[src/rtl/tag_alloc288.sv]
// -----------------------------------------------------------------------------
// tag_alloc288 -- allocator for a 288-entry tag pool.
//
// Keeps a 288-bit availability map (1 = free) and grants the highest-numbered
// free tag, at most one per cycle. Tags come back through the free port, and
// illegal frees raise a sticky error flag.
//
// Ports
//   clk         rising-edge clock
//   rst         asynchronous reset, active-high
//   flush       return every allocatable tag to the pool, clear free_err
//   alloc_req   request one tag this cycle
//   alloc_ack   registered pulse, alloc_tag is valid
//   alloc_tag   granted tag (9'd511 when no grant)
//   free_v      free_tag is being returned this cycle
//   free_tag    tag being returned
//   free_count  number of currently available tags
//   empty       free_count == 0
//   free_err    sticky illegal-free flag (out of range, reserved, double free)
//
// Parameter
//   LOW_RESERVE tags 0..LOW_RESERVE-1 are never handed out (0..287)
// -----------------------------------------------------------------------------

// Find-last-one over 288 bits: index of the highest set bit, 511 if none.
// Split into 18 groups of 16 so that the priority chain stays short.
module flo288 (
   input  logic [287:0] vec,
   output logic [8:0]   idx
);
   localparam int NG = 18;

   logic [NG-1:0]   grp_any;
   logic [NG*4-1:0] grp_lo_flat;

   genvar gi;
   generate
      for (gi = 0; gi < NG; gi++) begin : g_grp
         logic [3:0] lo;
         assign grp_any[gi] = |vec[gi*16 +: 16];
         always_comb begin
            lo = 4'd0;
            for (int b = 0; b < 16; b++) begin
               if (vec[gi*16 + b]) lo = 4'(b);
            end
         end
         assign grp_lo_flat[gi*4 +: 4] = lo;
      end
   endgenerate

   // Later (higher) groups override earlier ones.
   always_comb begin
      idx = 9'd511;
      for (int g = 0; g < NG; g++) begin
         if (grp_any[g]) idx = {g[4:0], grp_lo_flat[g*4 +: 4]};
      end
   end
endmodule

module tag_alloc288 #(
   parameter int LOW_RESERVE = 0
) (
   input  logic       clk,
   input  logic       rst,
   input  logic       flush,
   input  logic       alloc_req,
   output logic       alloc_ack,
   output logic [8:0] alloc_tag,
   input  logic       free_v,
   input  logic [8:0] free_tag,
   output logic [8:0] free_count,
   output logic       empty,
   output logic       free_err
);
   localparam int         NTAG       = 288;
   localparam logic [8:0] INIT_COUNT = 9'(NTAG - LOW_RESERVE);
   localparam logic [8:0] NO_TAG     = 9'd511;

   // Map of tags that may ever be free: the reset/flush image of avail.
   logic [NTAG-1:0] init_map;

   genvar gi;
   generate
      for (gi = 0; gi < NTAG; gi++) begin : g_init
         assign init_map[gi] = (gi >= LOW_RESERVE);
      end
   endgenerate

   logic [NTAG-1:0] avail_reg, avail_next;
   logic [8:0]      count_reg, count_next;
   logic            ack_reg, ack_next;
   logic [8:0]      tag_reg, tag_next;
   logic            err_reg, err_next;

   logic [8:0] cand;
   logic       grant;
   logic       tag_in_range;
   logic       tag_free_now;
   logic       tag_allocatable;
   logic       free_ok;
   logic       free_bad;

   // Candidate is taken from the pre-update map, so a tag freed this cycle
   // is only grantable from the next cycle on.
   flo288 u_flo (
      .vec (avail_reg),
      .idx (cand)
   );

   // Out-of-range tags must not index the maps.
   assign tag_in_range    = (free_tag < 9'(NTAG));
   assign tag_free_now    = tag_in_range ? avail_reg[free_tag] : 1'b0;
   assign tag_allocatable = tag_in_range ? init_map[free_tag]  : 1'b0;

   // Flush wins over both ports. Freeing the tag granted this same cycle is
   // seen as a double free because the map still shows it as free.
   assign grant    = alloc_req & ~flush & (cand != NO_TAG);
   assign free_ok  = free_v & ~flush & tag_in_range & tag_allocatable & ~tag_free_now;
   assign free_bad = free_v & ~flush & ~free_ok;

   always_comb begin
      avail_next = avail_reg;
      count_next = count_reg;
      ack_next   = grant;
      tag_next   = grant ? cand : NO_TAG;
      err_next   = err_reg | free_bad;
      if (flush) begin
         avail_next = init_map;
         count_next = INIT_COUNT;
         err_next   = 1'b0;
      end else begin
         if (grant)   avail_next[cand]     = 1'b0;
         if (free_ok) avail_next[free_tag] = 1'b1;
         case ({grant, free_ok})
            2'b10:   count_next = count_reg - 9'd1;
            2'b01:   count_next = count_reg + 9'd1;
            default: count_next = count_reg;
         endcase
      end
   end

   always_ff @(posedge clk or posedge rst) begin
      if (rst) begin
         avail_reg <= init_map;
         count_reg <= INIT_COUNT;
         ack_reg   <= 1'b0;
         tag_reg   <= NO_TAG;
         err_reg   <= 1'b0;
      end else begin
         avail_reg <= avail_next;
         count_reg <= count_next;
         ack_reg   <= ack_next;
         tag_reg   <= tag_next;
         err_reg   <= err_next;
      end
   end

   assign alloc_ack  = ack_reg;
   assign alloc_tag  = tag_reg;
   assign free_count = count_reg;
   assign empty      = (count_reg == 9'd0);
   assign free_err   = err_reg;
endmodule

[config.mk]
export PLATFORM = sky130hd
export DESIGN_NAME = tag_alloc288
export DESIGN_NICKNAME = d
export VERILOG_FILES = /design/src/rtl/tag_alloc288.sv
export SDC_FILE = /design/constraint.sdc
export NUM_CORES = 1
export LEC_CHECK = 0
export CAP_MARGIN = 20
export CORE_MARGIN = 2
export CORE_UTILIZATION = 51
export CTS_CLUSTER_SIZE = 30
export DETAILED_ROUTE_END_ITERATION = 16
export HOLD_SLACK_MARGIN = 0.1
export PLACE_DENSITY = 0.78
export SYNTH_ARGS = -nofsm -noshare
export SYNTH_HDL_FRONTEND = slang
export SYNTH_SLANG_ARGS = --single-unit
[constraint.sdc]
create_clock -name clk -period 8.8 [get_ports clk]
set_clock_uncertainty 0.1 [all_clocks]
set_input_delay 0.88 -clock clk [delete_from_list [all_inputs] [get_ports clk]]
set_output_delay 0.88 -clock clk [all_outputs]
set_load 0.02 [all_outputs]
; ---- After elaboration in Yosys (flattened, before gate mapping)
; Memory sizes are Yosys's and may differ from the RTL's.
; Index checks and enable logic that the tools add are counted.
[totals]
mem_count = 1
in_bits = 14
mem_bits_ro = 512
output_inout_bits = 21
wordCells = 357
regBits = 308
[memory_table]
columns = memory, depth, width, rd, rd_ports_with_merged_regs, write_ports, line
row1 = (name not given), 512, 1, 1, 0, 0, 113  ; assign tag_allocatable = tag_in_range ? init_map[free_tag] : 1'b0;
[classes]
n_mux = 305
n_addsub = 2
reduce_logical = 22
eq_ne = 3
n_lt_le_gt_ge = 5
bitwise = 14
[ops]
columns = cell, count
row1 = $mux 288, 4
row2 = $mux 4, 144
row3 = $and 288x288->288, 1
row4 = $not 288->288, 1
row5 = $or 288x288->288, 1
row6 = $reduce_or 16->1, 18
row7 = $mux 3, 72
row8 = $mux 9, 20
row9 = $mux 2, 36
row10 = $mux 1, 25
row11 = $lt 9x10->1 const B, 2
row12 = $demux 1 s9, 2
row13 = $ge 9x1->1 const B, 2
row14 = $pmux 9 s2, 1
row15 = $add 9x1->9 const B, 1
row16 = $bmux 1 s9, 1
row17 = $logic_not 9->1, 1
row18 = $lt 9x9->1 const B, 1
row19 = $ne 9x9->1 const B, 1
row20 = $sub 9x1->9 const B, 1
row21 = $and 1x1->1, 7
row22 = $not 1->1, 3
row23 = $reduce_bool 3->1, 1
row24 = $eq 2x1->1 const B, 1
row25 = 3 further kinds, 4

; ---- Depth between registers and ports, before layout
[logic_depth]
depth_word = 44
mapped_depth = 23
mapped_depth_nobuf = 19

; ---- Modules after synthesis
; From an unflattened synthesis, not the netlist that was laid out.
[hier_totals]
cells_unflattened = 2188
area_unflattened_um2 = 20159.3
[modules_own_cells]
columns = module, area_per_inst_um2, cells_per_inst, n_inst, seq_area_each_um2
row1 = tag_alloc288, 16698.5, 1594, 1, 8081.5
row2 = flo288, 3460.8, 594, 1, 0.0

; ---- Least setup slack after synthesis
; Ideal clock, no wire load.
[synth_timing]
kind = input port to flip-flop
start = input free_tag[1]
end = register count_reg[8] (netlist: free_count[8])
setup_ns = 0.075
t_required_ns = 8.625
path_slack_ns = 3.416
cell_stages = 23
n_path_buf = 4
arrival_ns = 5.210
cell_sequence = buf_2 > buf_4 > buf_2 > mux4_2 > a22o_1 > a221oi_1 > o211ai_1 > a21oi_1 > o21ai_0 > a211oi_2 > buf_2 > nand2_1 > fa_1 > nand3_1 > nand2_1 > and2_1 > o21ai_0 > nand2b_1 > a21o_1 > a21oi_1 > nand2_1 > o22a_1 > mux2i_1
[synth_between]
elab_chain_len = 8
elab_cells_between_ends = 16
cone_classes = order compare (1) / eq/ne (2) / mux (7) / bitwise (4) / reduce/logical (1) / memory (1)
[synth_rtl]
columns = element, line
row1 = start: declaration, 70  ; input logic [8:0] free_tag,
row2 = $mem_v2 512x1 / $bmux 1 s9 (equally long branches), n/a
row3 = $mux 1 (on tied branches) (2 in series), "113, 112"
row4 = $and 1x1->1 / $not 1->1 (equally long branches), 118  ; assign free_ok = free_v & ~flush & tag_in_range & tag_allocatable & ~tag_free_now;
row5 = $and 1x1->1 *, 118
row6 = $eq 2x1->1 / $eq 2x2->1 (equally long branches), 134  ; case ({grant, free_ok})
row7 = $pmux 9 s2, 134
row8 = $mux 9, 127  ; if (flush) begin
row9 = end signal: assignment, 151  ; count_reg <= count_next;
row10 = end: declaration, 90  ; logic [8:0] count_reg, count_next;
; Every way passes the cells marked *; elsewhere a longest branch is shown, timed or not. The select of a mux whose other input is x is not followed.
; A chain may end at the register's enable or synchronous reset.

; ---- Worst setup path after layout
[layout_timing]
start = register avail_reg[125]
end = register count_reg[8] (netlist: free_count[8])
[layout_between]
elab_chain_len = 19
elab_cells_between_ends = 27
cone_classes = eq/ne (3) / mux (19) / bitwise (3) / reduce/logical (2)
[layout_rtl]
columns = element, line
row1 = start: declaration, 89  ; logic [NTAG-1:0] avail_reg, avail_next;
row2 = start signal: assignment, 144  ; avail_reg <= init_map;
row3 = start signal: assignment, 150  ; avail_reg <= avail_next;
row4 = $mux 4 (3 in series), 44  ; if (vec[gi*16 + b]) lo = 4'(b);
row5 = $mux 9 (11 in series), 55  ; if (grp_any[g]) idx = {g[4:0], grp_lo_flat[g*4 +: 4]};
row6 = $ne 9x9->1, 117  ; assign grant = alloc_req & ~flush & (cand != NO_TAG);
row7 = $and 1x1->1, 117
row8 = $eq 2x1->1 / $eq 2x2->1 (equally long branches), 134
row9 = $pmux 9 s2, 134
row10 = $mux 9, 127
; Parallel ways exist; a longest one is shown, timed or not. The select of a mux whose other input is x is not followed.

==> run metrics <==
run status=finished clean; async set-or-reset flop fraction in the synthesized netlist=100%; post-route minimum period=a little over 6 ns; flop2flop setup slack=roughly 2.7 ns; CTS tree=built; clock net sink count=308; start point of the critical path=avail_reg[125]; Inserted Clock Buffers=37; overall die height=204 µm; core region area=39500 µm²; leading cell types by total area after synthesis=sky130_fd_sc_hd__dfstp_2 39%, sky130_fd_sc_hd__a221o_1 12%, sky130_fd_sc_hd__mux4_2 8.1%; die width=approximately 200 µm; Routed Antenna Nets=0; first-pass GRT wire length=131000 µm; dominant register cell in the synthesized netlist=sky130_fd_sc_hd__dfstp_2; unrepaired setup endpoints after global routing=no; Largest register FFs=288; area used by multi-input combinational logic=11500 µm²; number of synthesized flops with an enable pin=0; full die area=slightly above 40000 µm²; footprint of the flip-flops and latches=approximately 8000 µm²; hold wc startpoint=avail_reg[93]; top-area cell type share of the netlist area=about two fifths; Setup Crit Path Kind=reg2reg; total gr overflow=0; worst endpoint required time=approximately 9.2 ns; worst slew margin relative to its limit=between 10% and 20%; Slew Viols, Final=0; max capacitance violation total=0; ratio of total power to cell area=around 150 nW/µm²; number of nets in the synthesized netlist=2135; cell count of the worst hold path=2; commonest cells in the netlist=306 x sky130_fd_sc_hd__nand2_1, 299 x sky130_fd_sc_hd__dfstp_2, 239 x sky130_fd_sc_hd__a221o_1, 192 x sky130_fd_sc_hd__nor2_1, 84 x sky130_fd_sc_hd__clkbuf_1; number of buffer cells added on primary ports=34; number of failing hold endpoints at the final stage=0; post-route clock period utilization=68.9%; Final setup viols=0; largest net degree at the start of global routing=148; DR DRC count=0; last weighted congestion value of the routability-driven placer=1.03; placement row count=73; Routed WL=between 80000 and 90000 µm; cell area after technology mapping=20400 µm²; WHS Endpoint=avail_reg[93]; Highest Clock Rate=0.165 GHz; Cells after Synth=2112; sort of element at the start of the critical path=register; Clk Latency, worst-skew pair=0.58 ns; total of flip-flops plus latches after synthesis=308; ports placed on the boundary=35; most repeated cell in the gate-level netlist after synthesis=sky130_fd_sc_hd__nand2_1; initial DRC count=around 3200; clock edge transition at the registers on the reported setup and hold paths=0.06 ns; Min-Delay Path Class=reg2reg; post-detailed-placement half-perimeter wirelength=59100 µm; routed len/inst=between 30 and 40 µm; count of filler cells inserted in the layout=roughly 3400; Design Power=~0.0034 W; number of vias after detailed routing=20688; number of gates resized after CTS=0; CP endpoint kind=register; overall track demand over capacity in global routing=43.1%; clock root buffer=sky130_fd_sc_hd__clkbuf_16; R2R Path Start=avail_reg[125]; Yosys warning total=0; number of H-tree levels=2; initial antenna violation count=3; static leakage=7.19 nW; DR vias/cell=7.78; number of buffers inserted by hold repair at cts=0; Area Growth Syn to Fin=11.3%; layout cells sized above 1=27.0%; initial core utilization=51.5%; number of global-route vias before repair=19448; setup TNS after final layout=0 ns; arrival time reported for the critical path endpoint=between 6 and 7 ns; sequential cell area fraction in the yosys report=39.7%; Register-to-Register Path Depth=17; worst IR drop on VDD=149 µV; Avg Synthesized Cell Area=9.64 µm²; transition at the pin with the smallest max-transition slack=roughly 1.2 ns; Final Net Count=2128; CTS Buffer Depth=3; biggest area consumer among synthesized cells=sky130_fd_sc_hd__dfstp_2; drt first pass iters=7; post-CTS setup repair buffer count=0; number of distinct library cell variants in the gate-level netlist after synthesis=87; worst-path maximum fanout=10; end of the worst register-to-register path=free_count[8]
-- power breakdown --
part	switching (W)	leakage, nW	total, W	internal, W
clock network	0.000658	0.614	0.00161	0.000952
registers	0.0000150	3.26	0.00146	0.00144
logic	0.000225	3.31	0.000334	0.000109
total	0.000899	7.19	0.00340	0.00250
-- how the worst max path moves through the flow --
| stage | cells past startpoint | slack (ns) | endpoint |
|---|---|---|---|
| after global routing | 21 | 2.51 | free_count[8] |
| after floorplan | 23 | 3.42 | free_count[8] |
| final | 17 | 2.73 | free_count[8] |
| after CTS | 19 | 2.98 | free_count[8] |
| after global placement | 19 | 2.51 | free_count[8] |
| after detailed placement | 19 | 2.40 | free_count[8] |
-- cell families (layout without fill, tap and decap cells) --
group / Yosys count / count (layout) / synth area share (%)
flops: 308 / 308 / 39.7
mux: 83 / 83 / 8.58
simple gates: 878 / 878 / 21.7
other cells: 0 / 2 / 0
buf+inv: 210 / 231 / 4.44
fa+ha+maj: 9 / 9 / 0.590
compound gates: 618 / 618 / 24.7
xor+xnor: 6 / 6 / 0.258
-- stage by stage --
stage | utilization [%] | instances | worst slack, ns | area (µm²) | hold slack [ns]
floorplan | - | 2112 | 3.42 | 20400 | 0.365
detailed placement | 54.0 | 2584 | 2.40 | 21300 | 0.397
global placement | 53.8 | 2580 | 2.51 | 21300 | 0.381
CTS | 57.1 | 2651 | 2.98 | 22600 | 0.409
global route | 57.3 | 2658 | 2.51 | 22700 | 0.422
finish | 57.3 | 2660 | 2.73 | 22700 | 0.413
-- placed cells by master, fill, tap and decap left out, types with 16 or more instances in the layout --
cell type / n
sky130_fd_sc_hd__nand2_1: 306
sky130_fd_sc_hd__a211oi_1: 27
sky130_fd_sc_hd__a21oi_1: 72
sky130_fd_sc_hd__a221oi_1: 22
sky130_fd_sc_hd__nor4_1: 71
sky130_fd_sc_hd__nand3_1: 47
sky130_fd_sc_hd__nor2_1: 190
sky130_fd_sc_hd__a22oi_1: 21
sky130_fd_sc_hd__clkdlybuf4s50_1: 31
sky130_fd_sc_hd__dfstp_2: 299
sky130_fd_sc_hd__inv_1: 57
sky130_fd_sc_hd__nand2b_1: 30
sky130_fd_sc_hd__nor3_1: 48
sky130_fd_sc_hd__o21ai_0: 60
sky130_fd_sc_hd__or4_1: 17
sky130_fd_sc_hd__clkbuf_16: 39
sky130_fd_sc_hd__a31oi_1: 19
sky130_fd_sc_hd__nor4_2: 16
sky130_fd_sc_hd__buf_4: 64
sky130_fd_sc_hd__mux4_2: 73
sky130_fd_sc_hd__a221o_1: 239
sky130_fd_sc_hd__nor2b_1: 16
sky130_fd_sc_hd__nand4_1: 29
sky130_fd_sc_hd__o31ai_1: 29
-- per-layer routing --
layer	up-vias	track usage (%)	share of wire [%]
met5	-	0	0
met4	0	27.0	7.4
met3	429	16.0	16
met2	1864	58.6	40
met1	10074	57.6	37
li1	8321	-	-
-- worst max-delay path, stage by stage, from the launching register on --
cell and delay, ns:
sky130_fd_sc_hd__dfstp_2 0.40, sky130_fd_sc_hd__nor4_1 1.00, sky130_fd_sc_hd__nand4_1 0.70, sky130_fd_sc_hd__nor4_2 0.85
sky130_fd_sc_hd__nand2_1 0.25, sky130_fd_sc_hd__o31ai_4 0.37, sky130_fd_sc_hd__nand2_1 0.32, sky130_fd_sc_hd__fa_1 0.50
sky130_fd_sc_hd__nand3_1 0.12, sky130_fd_sc_hd__nand2_1 0.07, sky130_fd_sc_hd__and2_1 0.17, sky130_fd_sc_hd__o21ai_0 0.15
sky130_fd_sc_hd__nand2b_1 0.10, sky130_fd_sc_hd__a21o_1 0.19, sky130_fd_sc_hd__a21oi_1 0.20, sky130_fd_sc_hd__nand2_1 0.09
sky130_fd_sc_hd__o22a_1 0.22, sky130_fd_sc_hd__mux2i_1 0.17
-- final cells by class --
cell class	instances	share of cell area, %
Antenna cell	2	0.0221
Clock buffer	55	4.84
Clock inverter	12	0.629
Inverter	61	1.03
Multi-Input combinational cell	1594	50.9
Sequential cell	308	35.7
Tap cell	525	2.90
Timing Repair Buffer	103	4.03
No activity file was read; power rests on OpenSTA's default activity.
